File: config.mk
export PLATFORM = sky130hd
export DESIGN_NAME = score_bcd_scanner_flat
export DESIGN_NICKNAME = d
export VERILOG_FILES = /design/src/rtl/score_bcd_scanner_if.sv /design/src/rtl/score_bcd_scanner.sv /design/src/flat_wrapper.sv
export SDC_FILE = /design/constraint.sdc
export NUM_CORES = 1
export LEC_CHECK = 0
export ABC_AREA = 1
export BUFFER_PORTS_ARGS = -buffer_cell sky130_fd_sc_hd__buf_2
export CORE_ASPECT_RATIO = 1.1
export CORE_MARGIN = 3
export CORE_UTILIZATION = 55
export CTS_CLUSTER_SIZE = 14
export DETAILED_ROUTE_END_ITERATION = 7
export PLACE_DENSITY = 0.82
export SYNTH_ARGS = -nofsm -noshare
export SYNTH_HDL_FRONTEND = slang
export SYNTH_SLANG_ARGS = --single-unit
File: constraint.sdc
create_clock -name clk -period 2.85 [get_ports clk]
set_input_delay 0 -clock clk [delete_from_list [all_inputs] [get_ports clk]]
set_output_delay 0 -clock clk [all_outputs]
set_load 0.02 [all_outputs]
File: src/rtl/score_bcd_scanner_if.sv
// Score/display bundle between collision logic, snake body logic and the
// seven-segment bank.
interface score_bcd_scanner_if #(
    parameter int NUM_DIGITS = 3,
    parameter int LEN_W      = 10
) ();
    logic                    goodColl;
    logic                    badColl;
    logic                    clearHigh;
    logic [LEN_W-1:0]        length;
    logic                    isGameComplete;
    logic [4*NUM_DIGITS-1:0] bcd_score;
    logic [4*NUM_DIGITS-1:0] bcd_high;
    logic [NUM_DIGITS-1:0]   digit_sel;
    logic [6:0]              seg;

    modport master (
        output goodColl, badColl, clearHigh,
        input  length, isGameComplete, bcd_score, bcd_high,
        input  digit_sel, seg
    );

    modport slave (
        input  goodColl, badColl, clearHigh,
        output length, isGameComplete, bcd_score, bcd_high,
        output digit_sel, seg
    );
endinterface

File: src/rtl/score_bcd_scanner.sv
// BCD score / high-score tracker with PLAY/OVER game state and a
// time-multiplexed, leading-zero-blanked seven-segment display.
module score_bcd_scanner #(
    parameter int NUM_DIGITS = 3,
    parameter int MAX_SCORE  = 999,
    parameter int SCAN_DIV   = 1000,
    parameter int LEN_W      = 10
) (
    input  logic               clk,
    input  logic               nRst,
    score_bcd_scanner_if.slave bus
);
    localparam int BW    = 4 * NUM_DIGITS;
    localparam int CNT_W = $clog2(SCAN_DIV);
    localparam int IDX_W = (NUM_DIGITS > 1) ? $clog2(NUM_DIGITS) : 1;

    typedef enum logic {PLAY, OVER} state_t;

    state_t           state;
    logic [LEN_W-1:0] score_bin;
    logic [BW-1:0]    score_bcd;
    logic [BW-1:0]    high_bcd;
    logic [BW-1:0]    nxt_bcd;
    logic [BW-1:0]    disp;
    logic [BW-1:0]    shv;
    logic [CNT_W-1:0] cnt;
    logic [IDX_W-1:0] idx;
    logic [NUM_DIGITS-1:0] sel;
    logic [6:0]       seg_q;
    logic [6:0]       seg_d;
    logic             at_max;

    function automatic logic [BW-1:0] bcd_inc(input logic [BW-1:0] v);
        logic [BW-1:0] r;
        logic          c;
        r = v;
        c = 1'b1;
        for (int i = 0; i < NUM_DIGITS; i++) begin
            if (c) begin
                if (r[4*i +: 4] == 4'd9) begin
                    r[4*i +: 4] = 4'd0;
                end else begin
                    r[4*i +: 4] = r[4*i +: 4] + 4'd1;
                    c = 1'b0;
                end
            end
        end
        return r;
    endfunction

    function automatic logic [6:0] seg7(input logic [3:0] d);
        case (d)
            4'd0:    return 7'b0111111;
            4'd1:    return 7'b0000110;
            4'd2:    return 7'b1011011;
            4'd3:    return 7'b1001111;
            4'd4:    return 7'b1100110;
            4'd5:    return 7'b1101101;
            4'd6:    return 7'b1111101;
            4'd7:    return 7'b0000111;
            4'd8:    return 7'b1111111;
            4'd9:    return 7'b1100111;
            default: return 7'b0000000;
        endcase
    endfunction

    assign nxt_bcd = bcd_inc(score_bcd);
    assign at_max  = (score_bin + LEN_W'(1)) == LEN_W'(MAX_SCORE);
    assign disp    = (state == OVER) ? high_bcd : score_bcd;
    // Shifting the selected digit to the bottom leaves it plus every
    // higher digit, so one zero test covers leading-zero blanking.
    assign shv     = disp >> {idx, 2'b00};

    always_comb begin
        seg_d = seg7(shv[3:0]);
        if (idx != '0 && shv == '0) seg_d = 7'b0000000;
    end

    always_ff @(posedge clk) begin
        if (!nRst) begin
            state     <= PLAY;
            score_bin <= '0;
            score_bcd <= '0;
            high_bcd  <= '0;
            cnt       <= '0;
            idx       <= '0;
            sel       <= NUM_DIGITS'(1);
            seg_q     <= 7'b0111111;
        end else begin
            case (state)
                PLAY: begin
                    if (bus.badColl) begin
                        state <= OVER;
                    end else if (bus.goodColl) begin
                        score_bin <= score_bin + LEN_W'(1);
                        score_bcd <= nxt_bcd;
                        if (nxt_bcd > high_bcd) high_bcd <= nxt_bcd;
                        if (at_max) state <= OVER;
                    end
                end
                OVER: begin
                    if (bus.goodColl) begin
                        state     <= PLAY;
                        score_bin <= LEN_W'(1);
                        score_bcd <= BW'(1);
                        if (bus.clearHigh || high_bcd == '0)
                            high_bcd <= BW'(1);
                    end else if (bus.clearHigh) begin
                        high_bcd <= '0;
                    end
                end
                default: state <= PLAY;
            endcase

            if (cnt == CNT_W'(SCAN_DIV - 1)) begin
                cnt <= '0;
                if (idx == IDX_W'(NUM_DIGITS - 1)) idx <= '0;
                else idx <= idx + IDX_W'(1);
            end else begin
                cnt <= cnt + CNT_W'(1);
            end
            sel   <= NUM_DIGITS'(1) << idx;
            seg_q <= seg_d;
        end
    end

    assign bus.length         = score_bin;
    assign bus.isGameComplete = (state == OVER);
    assign bus.bcd_score      = score_bcd;
    assign bus.bcd_high       = high_bcd;
    assign bus.digit_sel      = sel;
    assign bus.seg            = seg_q;
endmodule
File: src/flat_wrapper.sv
// flat-port wrapper written by rule: the top's interface ports become plain ports
module score_bcd_scanner_flat 
#(
    parameter int NUM_DIGITS = 3,
    parameter int MAX_SCORE  = 999,
    parameter int SCAN_DIV   = 1000,
    parameter int LEN_W      = 10
)
  (clk, nRst, bus_goodColl, bus_badColl, bus_clearHigh, bus_length, bus_isGameComplete, bus_bcd_score, bus_bcd_high, bus_digit_sel, bus_seg);
  score_bcd_scanner_if #(.NUM_DIGITS(NUM_DIGITS), .LEN_W(LEN_W)) bus_i ();
  input  logic clk;
  input  logic nRst;
  input wire logic [$bits(bus_i.goodColl)-1:0] bus_goodColl;
  input wire logic [$bits(bus_i.badColl)-1:0] bus_badColl;
  input wire logic [$bits(bus_i.clearHigh)-1:0] bus_clearHigh;
  output wire logic [$bits(bus_i.length)-1:0] bus_length;
  output wire logic [$bits(bus_i.isGameComplete)-1:0] bus_isGameComplete;
  output wire logic [$bits(bus_i.bcd_score)-1:0] bus_bcd_score;
  output wire logic [$bits(bus_i.bcd_high)-1:0] bus_bcd_high;
  output wire logic [$bits(bus_i.digit_sel)-1:0] bus_digit_sel;
  output wire logic [$bits(bus_i.seg)-1:0] bus_seg;
  assign bus_i.goodColl = bus_goodColl;
  assign bus_i.badColl = bus_badColl;
  assign bus_i.clearHigh = bus_clearHigh;
  assign bus_length = bus_i.length;
  assign bus_isGameComplete = bus_i.isGameComplete;
  assign bus_bcd_score = bus_i.bcd_score;
  assign bus_bcd_high = bus_i.bcd_high;
  assign bus_digit_sel = bus_i.digit_sel;
  assign bus_seg = bus_i.seg;
  score_bcd_scanner #(.NUM_DIGITS(NUM_DIGITS), .MAX_SCORE(MAX_SCORE), .SCAN_DIV(SCAN_DIV), .LEN_W(LEN_W)) u_core (.clk(clk), .nRst(nRst), .bus(bus_i));
endmodule
Word level (Yosys, flattened, before mapping)

Memory sizes are Yosys's and may differ from the RTL's.
Index checks and enable logic that the tools add are counted.

Shift operators: 2
Reduce and logical (&&, ||, !) cells: 9
Magnitude comparators: 1
$mul: 0
Divide/modulo/power cells: 0
Eq/ne operators: 12
Bitwise operators: 2
Muxes and demuxes: 31
Add/subtract/negate cells: 6

Operator list:

| cell                                                                    | count |
|---|---|
| 12-bit two-way mux                                                      | 10 |
| 12-bit one-hot mux with 2 select lines                                  | 2 |
| 10-bit two-way mux                                                      | 3 |
| 12-bit zero test                                                        | 2 |
| 10-bit by 1-bit adder with 10-bit output, second input constant         | 2 |
| 10-bit equality test, second input constant                             | 2 |
| 4-bit two-way mux                                                       | 5 |
| 10-bit one-hot mux with 2 select lines                                  | 1 |
| 4-bit by 1-bit adder with 4-bit output, second input constant           | 3 |
| 4-bit equality test, second input constant                              | 3 |
| 12-bit > comparator                                                     | 1 |
| 12-bit by 4-bit right shift with 12-bit output                          | 1 |
| 1-bit two-way mux                                                       | 7 |
| 6-bit two-way mux                                                       | 1 |
| 2-bit inequality test, second input constant                            | 3 |
| 3-bit inequality test, second input constant                            | 2 |
| 5-bit AND reduction                                                     | 1 |
| 2-bit OR reduction                                                      | 2 |
| 3-bit AND reduction                                                     | 1 |
| 1-bit by 2-bit left shift with 3-bit output, first input constant       | 1 |
| 2-bit by 1-bit adder with 2-bit output, second input constant           | 1 |
| 2-bit equality test, second input constant                              | 1 |
| 2-bit two-way mux                                                       | 1 |
| 2-bit by 1-bit inequality test with 1-bit output, second input constant | 1 |
| 5 further kinds                                                         | 6 |

Memories kept: 1
Input port bits: 5
Bits in registers: 57
Logic and storage cells: 73
Output and inout bits: 45
Bits in latches: 0
Bits in read-only memories: 112
Memory bits (writable): 0

Memory list:

| memory          | depth | bits a word | rd ports | clocked after memory_dff | wr ports | line                    | text |
|---|---|---|---|---|---|---|---|
| (no name shown) | 16    | 7           | 1        | 0                        | 0        | score_bcd_scanner.sv:52 | `case (d)` |

Logic depth before layout (Yosys ltp)

Gate-level depths: netlist (run 1).

Depth after elaboration: 9
Depth in mapped cells: 23
Mapped depth without buffers: 22

Least setup slack after synthesis (run 1)

Ideal clock, no wire load.

Path kind: register to register
Start point: register u_core.score_bcd[0], in the netlist u_core.bus.bcd_score[0]
End point: register u_core.high_bcd[9], in the netlist u_core.bus.bcd_high[9]
Arrival: 2662 ps
Required time: 2780 ps
Clock period less this slack: 2733 ps
Cell stages (with the launch flop): 23
Buffers on the path: 1
Path slack: 117 ps
Library setup time: 70 ps
Cell sequence: dfxtp_1 -> ha_1 -> nand3_4 -> nor2_4 -> inv_1 -> nor2_1 -> inv_1 -> nand3_1 -> inv_1 -> ha_1 -> nand2_1 -> inv_1 -> nand2_1 -> nor2_1 -> nand2_1 -> nand2_1 -> inv_1 -> nand2_1 -> nand2_2 -> nand2_1 -> buf_4 -> nand2_1 -> a21oi_1

Word-level cells in the longest chain between the ends: 8
Elaborated cells between the ends (all ways): 14
Those cells by class: 1 x add/sub; 1 x order compare; 2 x eq/ne; 9 x mux; 1 x reduce/logical

RTL lines:

| element                                                     | line                    | text |
|---|---|---|
| start: declaration                                          | score_bcd_scanner.sv:21 | `logic [BW-1:0] score_bcd;` |
| start signal: assignment                                    | score_bcd_scanner.sv:96 | `score_bcd <= nxt_bcd;` |
| branches (longest 8 deep; another with 12-bit > comparator) | --                      |  |
| end signal: assignment                                      | score_bcd_scanner.sv:97 | `if (nxt_bcd > high_bcd) high_bcd <= nxt_bcd;` |
| end: declaration                                            | score_bcd_scanner.sv:22 | `logic [BW-1:0] high_bcd;` |

Parallel ways; which one is timed is not known. The select of a mux whose other input is x is not followed.
A chain may end at the register's enable or synchronous reset.

Worst setup path after layout (run 1)

Start point: register u_core.score_bcd[1], in the netlist u_core.bus.bcd_score[1]
End point: register u_core.high_bcd[5], in the netlist u_core.bus.bcd_high[5]

Word-level cells in the longest chain between the ends: 7
Elaborated cells between the ends (all ways): 14
Those cells by class: 1 x add/sub; 1 x order compare; 2 x eq/ne; 9 x mux; 1 x reduce/logical

RTL lines:

| element                                                                                                        | line                                             | text |
|---|---|---|
| 4-bit equality test                                                                                            | score_bcd_scanner.sv:40                          | `if (r[4*i +: 4] == 4'd9) begin` |
| 1-bit two-way mux                                                                                              | score_bcd_scanner.sv:40                          |  |
| 1-bit two-way mux / 4-bit two-way mux (equally long branches)                                                  | score_bcd_scanner.sv:39                          | `if (c) begin` |
| 4-bit two-way mux / 12-bit two-way mux (equally long branches)                                                 | score_bcd_scanner.sv:39, score_bcd_scanner.sv:97 |  |
| 12-bit > comparator / 12-bit two-way mux (equally long branches)                                               | score_bcd_scanner.sv:97, score_bcd_scanner.sv:94 |  |
| 2-bit by 1-bit inequality test with 1-bit output (no source line) / 12-bit two-way mux (equally long branches) | --                                               |  |
| 5-bit AND reduction (no source line) / 12-bit one-hot mux with 2 select lines (equally long branches)          | --                                               |  |

Several ways; a longest one is shown, not always the timed one. The select of a mux whose other input is x is not followed.

==> summary.md, run 1 <==
| Metric | Value |
|---|---|
| Status | completed |
| Initial core utilization | 0.5803 |
| Filler Cell Count | 523 |
| CTS buffer count | 9 |
| Worst Max-Slew Pin Slew | 0.7057 ns |
| Max Clk Rate | 380.3 MHz |
| Final WS setup | 0.2204 ns |
| Synth area leader | dfxtp_1 |
| Netlist cell types | 36 |
| Port bufs | 49 |
| First-pass GRT wire length | 14570 um |
| Worst R2R End | u_core.bus.bcd_high[5] |
| CP Cell Sequence | inv_1 > ha_1 > nand3_4 > clkinvlp_4 > nand2_1 > o21ai_0 > nor2_1 > ha_1 > nand4_1 > nor2_2 > nand2_1 > nand2_1 > inv_1 > nand2_1 > nand2_2 > buf_8 > nand3_1 > a21oi_1 |
| Rel. slew slack | 0.5289 |
| TritonCTS clock tree | done |
| Vias per cell | 5.425 |
| Die Height | 88.85 um |
| DRC | 0 |
| Power density cells | 478.2 nW/um2 |
| Core area | 5914 um2 |
| Initial antenna violation count | 0 |
| Worst path arrival time | 2.85 ns |
| Grt total ovfl | 0 |
| Setup Viol. Count Final | 0 |
| FP Rows | 29 |
| Critical path origin | u_core.bus.bcd_score[1] |
| Most common cell in the netlist | nand2_1 |
| Cell Area, Synth | 3432 um2 |
| Critical path's slowest cell | dfxtp_1 |
| Post-layout nets | 599 |
| Prevailing post-synth register cell | dfxtp_1 |
| Ys Warns | 0 |
| Pre-CTS WS | 0.009114 ns |
| Drt pass-1 iters | 5 |
| Clock transition at the registers of the reported paths | 0.06 ns |
| Post-synth ARST share | 0 |
| Final number of hold-violating endpoints | 0 |
| #FFs+latches synth | 57 |
| Final wirelength | 8708 um |
| Vias | 3521 |
| Seq/Total Area, Yosys | 0.3325 |
| Die area | 7225 um2 |
| Hold crit path type | in2reg |
| Clk_lat worst skew | 0.35 ns |
| CP Data Required Time | 3.07 ns |
| CTS root buf | clkbuf_8 |
| DIE WIDTH | 81.32 um |
| Max H-tree Level | 3 |
| Finished Cell Area | 3996 um2 |
| Critical Path Start Type | flop |
| Iteration-0 DRC count of the detailed router | 266 |
| CP most frequent cell | nand2_1 |
| Worst clock skew | 0.006819 ns |
| DP Area | 3775 um2 |
| DPL Wire Length | 6308 um |
| Mean Syn Cell Area | 6.743 um2 |
| Leak pwr | 1.870 nW |
| Global placement routability congestion | 0.9232 |
| Crit path largest cell delay | 0.31 ns |
| Setup crit end kind | flop |
| Peak VDD IR | 0.3089 mV |
| Area Growth Syn to Fin | 16.44% |
| Setup tns final | 0 ns |
| Largest net degree at the start of global routing | 24 |
| Top Ports | 50 |
| Crit Path Category | reg2reg |
| Antenna-violating nets left | 0 |
| Sink Count | 57 |
| Routed wire length per instance | 13.42 um |
| Post-synth EDFFs | 0 |
| Post-layout min period | 2.630 ns |
| Period utilization | 0.9227 |
| Crit path max fanout | 13 |
| CP Capture Point | u_core.bus.bcd_high[5] |
| Synthesized instance count | 509 |
| Total power | 1.911 mW |
| Yosys top cell area share | 0.3325 |
| Final hold slack | 0.03767 ns |
| GRT Resource Usage Total | 0.2613 |
| Final slew viol count | 0 |
| Top post-synthesis cells by area | dfxtp_1 33%, nand2_1 15%, ha_1 9.8%, inv_1 7.0%, a21oi_1 6.3% |
| Vias in the first global route | 3266 |
| Worst r2r src | u_core.bus.bcd_score[1] |
| Synth top cells by count | 138 x nand2_1, 64 x inv_1, 57 x dfxtp_1, 43 x a21oi_1, 43 x nor2_1 |
| R2R setup slack | 0.22 ns |
| Reg2Reg Depth | 18 |
| Layout cells sized above 1 | 0.1818 |
| CTS Buffer Depth | 2 |
| Synth Net Count | 541 |
| Antenna diodes | 0 |
| Max_cap viols | 0 |
-- stage by stage --
| stage | util | instances |
|---|---|---|
| floorplan | - | 509 |
| CTS | 0.6696 | 649 |
| global route | 0.6757 | 649 |
| finish | 0.6757 | 649 |
| global placement | 0.6382 | 632 |
| detailed placement | 0.6382 | 632 |
-- registers in the layout (all words and copies together) (netlist names) --
name and cells:
u_core.bus.bcd_score 12, u_core.cnt 10, u_core.bus.digit_sel 3, u_core.idx 2
u_core.bus.seg 7, u_core.bus.length 10, u_core.bus.isGameComplete 1, u_core.bus.bcd_high 12
-- critical path, delay by kind of cell, from the launching register on --
kind                       cells  cell delay, ns
AOI/OAI and AO/OA              2            0.29
adders and majority gates      2            0.48
buffers and inverters          4            0.43
DFF                            1            0.31
and+or+nand+nor               10            0.98
-- worst min path at each step --
stage / from / endpoint / slack, ns / cells after the start
after global routing: bus_badColl / u_core.bus.isGameComplete / 0.08 / 5
after CTS: bus_badColl / u_core.bus.isGameComplete / 0.03 / 5
after global placement: nRst / u_core.bus.seg[5] / 0.32 / 2
after detailed placement: nRst / u_core.bus.seg[5] / 0.33 / 2
after floorplan: bus_badColl / u_core.bus.isGameComplete / 0.26 / 4
final: bus_badColl / u_core.bus.isGameComplete / 0.04 / 5
-- layout by cell type (no fill, tap or decap), types with 2 or more instances in the layout --
cell	count
a21oi_1	41
a21oi_2	2
and3_1	3
buf_2	49
buf_4	10
clkbuf_8	10
clkinv_2	3
clkinvlp_4	2
dfxtp_1	55
dfxtp_2	2
ha_1	27
inv_1	62
inv_2	7
nand2_1	137
nand2_2	3
nand3_1	35
nand3_2	2
nand4_1	5
nor2_1	41
nor2_2	3
nor2_4	3
nor3_1	11
nor4_1	5
o211ai_1	7
o21ai_0	19
o21ai_1	2
o21ai_2	2
o21bai_1	2
or2_1	2
or2_2	2
xor2_1	5
-- report_power, final --
part | total (mW) | internal, mW | switching (mW)
sequential | 0.861 | 0.830 | 0.0311
clock | 0.675 | 0.335 | 0.340
combinational | 0.375 | 0.130 | 0.245
-- per-layer routing --
layer	track usage	vias to the layer above	routed length [um]
met5	0	-	0
met4	0.1060	0	187
met1	0.3183	1590	3611
met3	0.06517	23	673
met2	0.4385	150	4235
li1	-	1758	-
-- layout make-up --
type | instances | area, um2 | share of cell area
well taps | 77 | 96.34 | 0.02411
multi-input cells | 368 | 1972 | 0.4934
flip-flops and latches | 57 | 1144 | 0.2862
clock buffers | 11 | 141.4 | 0.03538
inverters | 70 | 266.5 | 0.06669
repair buffers | 61 | 345.3 | 0.08641
clock inverters | 5 | 31.28 | 0.007827
-- cells by family after synthesis --
logic type	synth area share
fa+ha+maj	0.09843
buf+inv	0.1003
simple gates	0.3267
compound gates	0.1294
xor+xnor	0.01276
flops	0.3325
-- repair_timing --
item,in CTS,in global routing
hold endpoints to repair,7,0
setup buffers,0,0
setup endpoints to repair,5,12
pin swaps,0,0
resized for setup,1,13
hold buffers,1,0
gates cloned,0,0
(Power assumes the default switching activity.)
==> run 2, diff against run 1 <==
Settings changed: ABC_AREA 1 to unset.
==> summary.md, run 2 <==
| Metric | Value |
|---|---|
| Status | complete, but fails checks |
| Failing checks | negative setup slack |
| Leak pwr | 1.814 nW (-3.0%) |
| Worst R2R End | u_core.bus.bcd_high[11] |
| DP Area | 3859 um2 (+2.2%) |
| Clock transition at the registers of the reported paths | 0.07 ns (about the same) |
| Most common cell in the netlist | dfxtp_1 |
| Post-synthesis mux area share | 0.05510 (+0.05510) |
| Post-synth EDFFs | 0 (unchanged) |
| Post-synth ARST share | 0 (unchanged) |
| Layout cells sized above 1 | 0.3039 (+0.1221) |
| Final hold slack | 0.03519 ns (-0.002480 ns) |
| Clk network pwr share | 0.406 (+0.053) |
| Post-layout nets | 514 (-14%) |
| Comb power frac | 0.139 (-0.057) |
| GRT Resource Usage Total | 0.2855 (+0.02420) |
| R2R setup slack | -0.36 ns (-0.58 ns) |
| Post-synthesis compound-gate area fraction | 0.2130 (+0.08354) |
| Post-route insts no fill | 564 (-13%) |
| Final number of hold-violating endpoints | 0 (unchanged) |
| Top Ports | 50 (unchanged) |
| Most frequent cells in the layout | 53 x dfxtp_1, 49 x buf_2, 43 x nor2_1 |
| Die Height | 87.99 um (-0.97%) |
| Iteration-0 DRC count of the detailed router | 329 (+24%) |
| Largest family of logic cells by synthesized area | compound AO/OA/AOI/OAI gates |
| Initial antenna violation count | 0 (unchanged) |
| Clk_lat worst skew | 0.36 ns (about the same) |
| Vias in the first global route | 3344 (+2.4%) |
| Dpl cells | 534 (-16%) |
| CTS Hold Bufs | 0 (-1) |
| Reg2Reg Depth | 16 (-2) |
| Critical path's slowest cell | dfxtp_2 |
| DIE WIDTH | 80.53 um (-0.97%) |
| Antenna-violating nets left | 0 (unchanged) |
| Vias | 3495 (-0.74%) |
| #FFs+latches synth | 57 (unchanged) |
| Sw Share | 0.2814 (-0.04096) |
| Critical Path Start Type | flop |
| Core area | 5842 um2 (-1.2%) |
| Routed wire length per instance | 17.90 um (+33%) |
| Cell Int Power | 1.313 mW (+1.3%) |
| Top post-synthesis cells by area | dfxtp_1 34%, ha_1 10%, nor2_1 5.0%, o21ai_0 4.3%, a21oi_1 3.9% |
| Xor/xnor share of the synthesized area | 0.02606 (+0.01330) |
| Die area | 7085 um2 (-1.9%) |
| Area Growth Syn to Fin | 26.92% |
| Netlist cell types | 62 (+72%) |
| CP Data Required Time | 3.09 ns (+0.02 ns) |
| Reg power frac | 0.455 (+0.005) |
| FP Rows | 29 (unchanged) |
| Synthesized instance count | 394 (-23%) |
| CTS root buf | clkbuf_8 |
| Synth area leader | dfxtp_1 |
| Prevailing post-synth register cell | dfxtp_1 |
| Global placement routability congestion | 0.9643 (+4.5%) |
| Cell Area, Synth | 3361 um2 (-2.1%) |
| RSZ-0062 raised after global routing | true |
| Peak VDD IR | 0.3657 mV (+18%) |
| Final wirelength | 10090 um (+16%) |
| DRC | 0 (unchanged) |
| Worst Hold End | u_core.bus.bcd_score[0] |
| Max Clk Rate | 311.3 MHz (-18%) |
| Total power | 1.826 mW (-4.4%) |
| Antenna diodes | 0 (unchanged) |
| Power density cells | 428.2 nW/um2 (-10%) |
| Synth Net Count | 426 (-21%) |
| Post-layout min period | 3.213 ns (+0.5830 ns) |
| CTS Buffer Depth | 2 (unchanged) |
| Crit Path Category | reg2reg |
| Drt pass-1 iters | 6 (+1) |
| Crit path largest cell delay | 0.33 ns (+0.02 ns) |
| Hold crit path type | in2reg |
| Synth Area in Simple Gates | 0.2089 (-0.1178) |
| Max_cap viols | 0 (unchanged) |
| Worst clock skew | 0.01220 ns (+0.005380 ns) |
| DPL Wire Length | 6365 um (+0.92%) |
| Synth top cells by count | 57 x dfxtp_1, 45 x nor2_1, 29 x inv_1, 29 x o21ai_0, 27 x ha_1 |
| Psw | 513.9 uW (-17%) |
| CTS buffer count | 9 (unchanged) |
| Most common cell after layout, fill and taps aside | dfxtp_1 |
| Final slew viol count | 0 (unchanged) |
| CP Cell Sequence | inv_2 > ha_4 > nand3b_1 > nor3_4 > buf_6 > mux2i_2 > inv_1 > ha_1 > nand4_1 > nor2_2 > buf_4 > a41oi_2 > o41a_1 > buf_6 > and2_4 > a32o_1 |
| Max H-tree Level | 3 (unchanged) |
| Initial core utilization | 0.5753 (-0.005000) |
| CP most frequent cell | buf_6 |
| Port bufs | 49 (unchanged) |
| Worst path arrival time | 3.45 ns (+0.60 ns) |
| Worst Max-Slew Pin Slew | 0.7899 ns (+0.08422 ns) |
| Seq/Total Area, Yosys | 0.3395 (+0.007056) |
| Pre-CTS WS | -0.3919 ns (-0.4010 ns) |
| Period utilization | 1.127 (+0.2046) |
| Setup tns final | -4.074 ns (-4.074 ns) |
| First-pass GRT wire length | 15500 um (+6.4%) |
| Setup crit end kind | flop |
| Mean Syn Cell Area | 8.530 um2 (+27%) |
| Sink Count | 57 (unchanged) |
| Post-Synth Adder-Cell Area | 0.1005 (+0.002089) |
| Filler Cell Count | 422 (-19%) |
| Hold depth | 3 (-2) |
| Yosys top cell area share | 0.3395 (+0.007056) |
| Ys Warns | 0 (unchanged) |
| Final WS setup | -0.3625 ns (-0.5830 ns) |
| Largest net degree at the start of global routing | 26 (+8.3%) |
| Hold path start | bus_goodColl |
| Grt total ovfl | 0 (unchanged) |
| Setup Viol. Count Final | 12 (+12) |
| Worst r2r src | u_core.bus.bcd_score[1] |
| TritonCTS clock tree | done |
| Fin util | 0.7301 (+0.05444) |
| Finished Cell Area | 4265 um2 (+6.7%) |
| Vias per cell | 6.197 (+14%) |
| Crit path max fanout | 6 (-7) |
| Rel. slew slack | 0.4734 (-0.05550) |
[run 2: cell count changes after synthesis, moves of 9 or more]
cell,before,now
inv_1,64,29
o21ai_0,20,29
nand2_1,138,25
a32o_1,0,12
nand3_1,35,11
a21oi_1,43,26
[run 2: cell families (layout without fill, tap and decap cells)]
logic type,after synthesis,after routing
compound gates,104,104
xor+xnor,10,10
fa+ha+maj,27,27
buf+inv,45,137
flops,57,57
mux,13,13
simple gates,138,139
[run 2: power by group through the flow]
stage,Clock [mW],Sequential (mW),Combinational [mW]
after floorplan,0,0.860,0.121
after global placement,0,0.845,0.195
after detailed placement,0,0.846,0.201
after CTS,0.746,0.829,0.224
after global routing,0.789,0.832,0.269
final,0.742,0.831,0.254
[run 2: repair_timing]
| item | 4_1_cts | 5_1_grt |
|---|---|---|
| setup endpoints to repair | 12 | 12 |
| pin swaps | 17 | 17 |
| resized for setup | 18 | 17 |
| buffers inserted | 9 | 3 |
| cloned | 1 | 1 |
[run 2: area by class of cell]
cell class | count | area [um2] | share of cell area
multi-input combinational | 293 | 2142 | 0.5022
sequential | 57 | 1149 | 0.2693
timing repair buffer | 92 | 583.1 | 0.1367
clock buffer | 10 | 127.6 | 0.02992
inverter | 29 | 108.9 | 0.02552
tap | 77 | 96.34 | 0.02259
clock inverter | 6 | 58.81 | 0.01379
[run 2: worst max-delay path, delay by kind of cell (launching register included)]
| kind | cells | cell delay, ns |
|---|---|---|
| fa+ha+maj | 2 | 0.41 |
| flops | 1 | 0.33 |
| buf+inv | 5 | 0.64 |
| compound gates | 3 | 0.55 |
| simple gates | 5 | 0.94 |
| mux | 1 | 0.22 |
[run 2: how the worst max path moves through the flow]
stage	cells after the start	slack, ns	start	end
after global routing	15	-0.42	u_core.bus.bcd_score[1]	u_core.bus.bcd_high[0]
after floorplan	14	0.02	u_core.bus.bcd_score[0]	u_core.bus.bcd_high[4]
after global placement	14	-0.09	u_core.bus.bcd_score[1]	u_core.bus.bcd_high[10]
after CTS	15	-0.25	u_core.bus.bcd_score[1]	u_core.bus.bcd_high[5]
final	16	-0.36	u_core.bus.bcd_score[1]	u_core.bus.bcd_high[11]
after detailed placement	14	-0.39	u_core.bus.bcd_score[1]	u_core.bus.bcd_high[5]
[run 2: layer usage]
metal	vias up	part of all wire	global-route usage
li1	1596	-	-
met1	1610	0.38	0.3361
met2	232	0.48	0.4744
met3	57	0.098	0.06173
met4	0	0.042	0.1736
met5	-	0	0
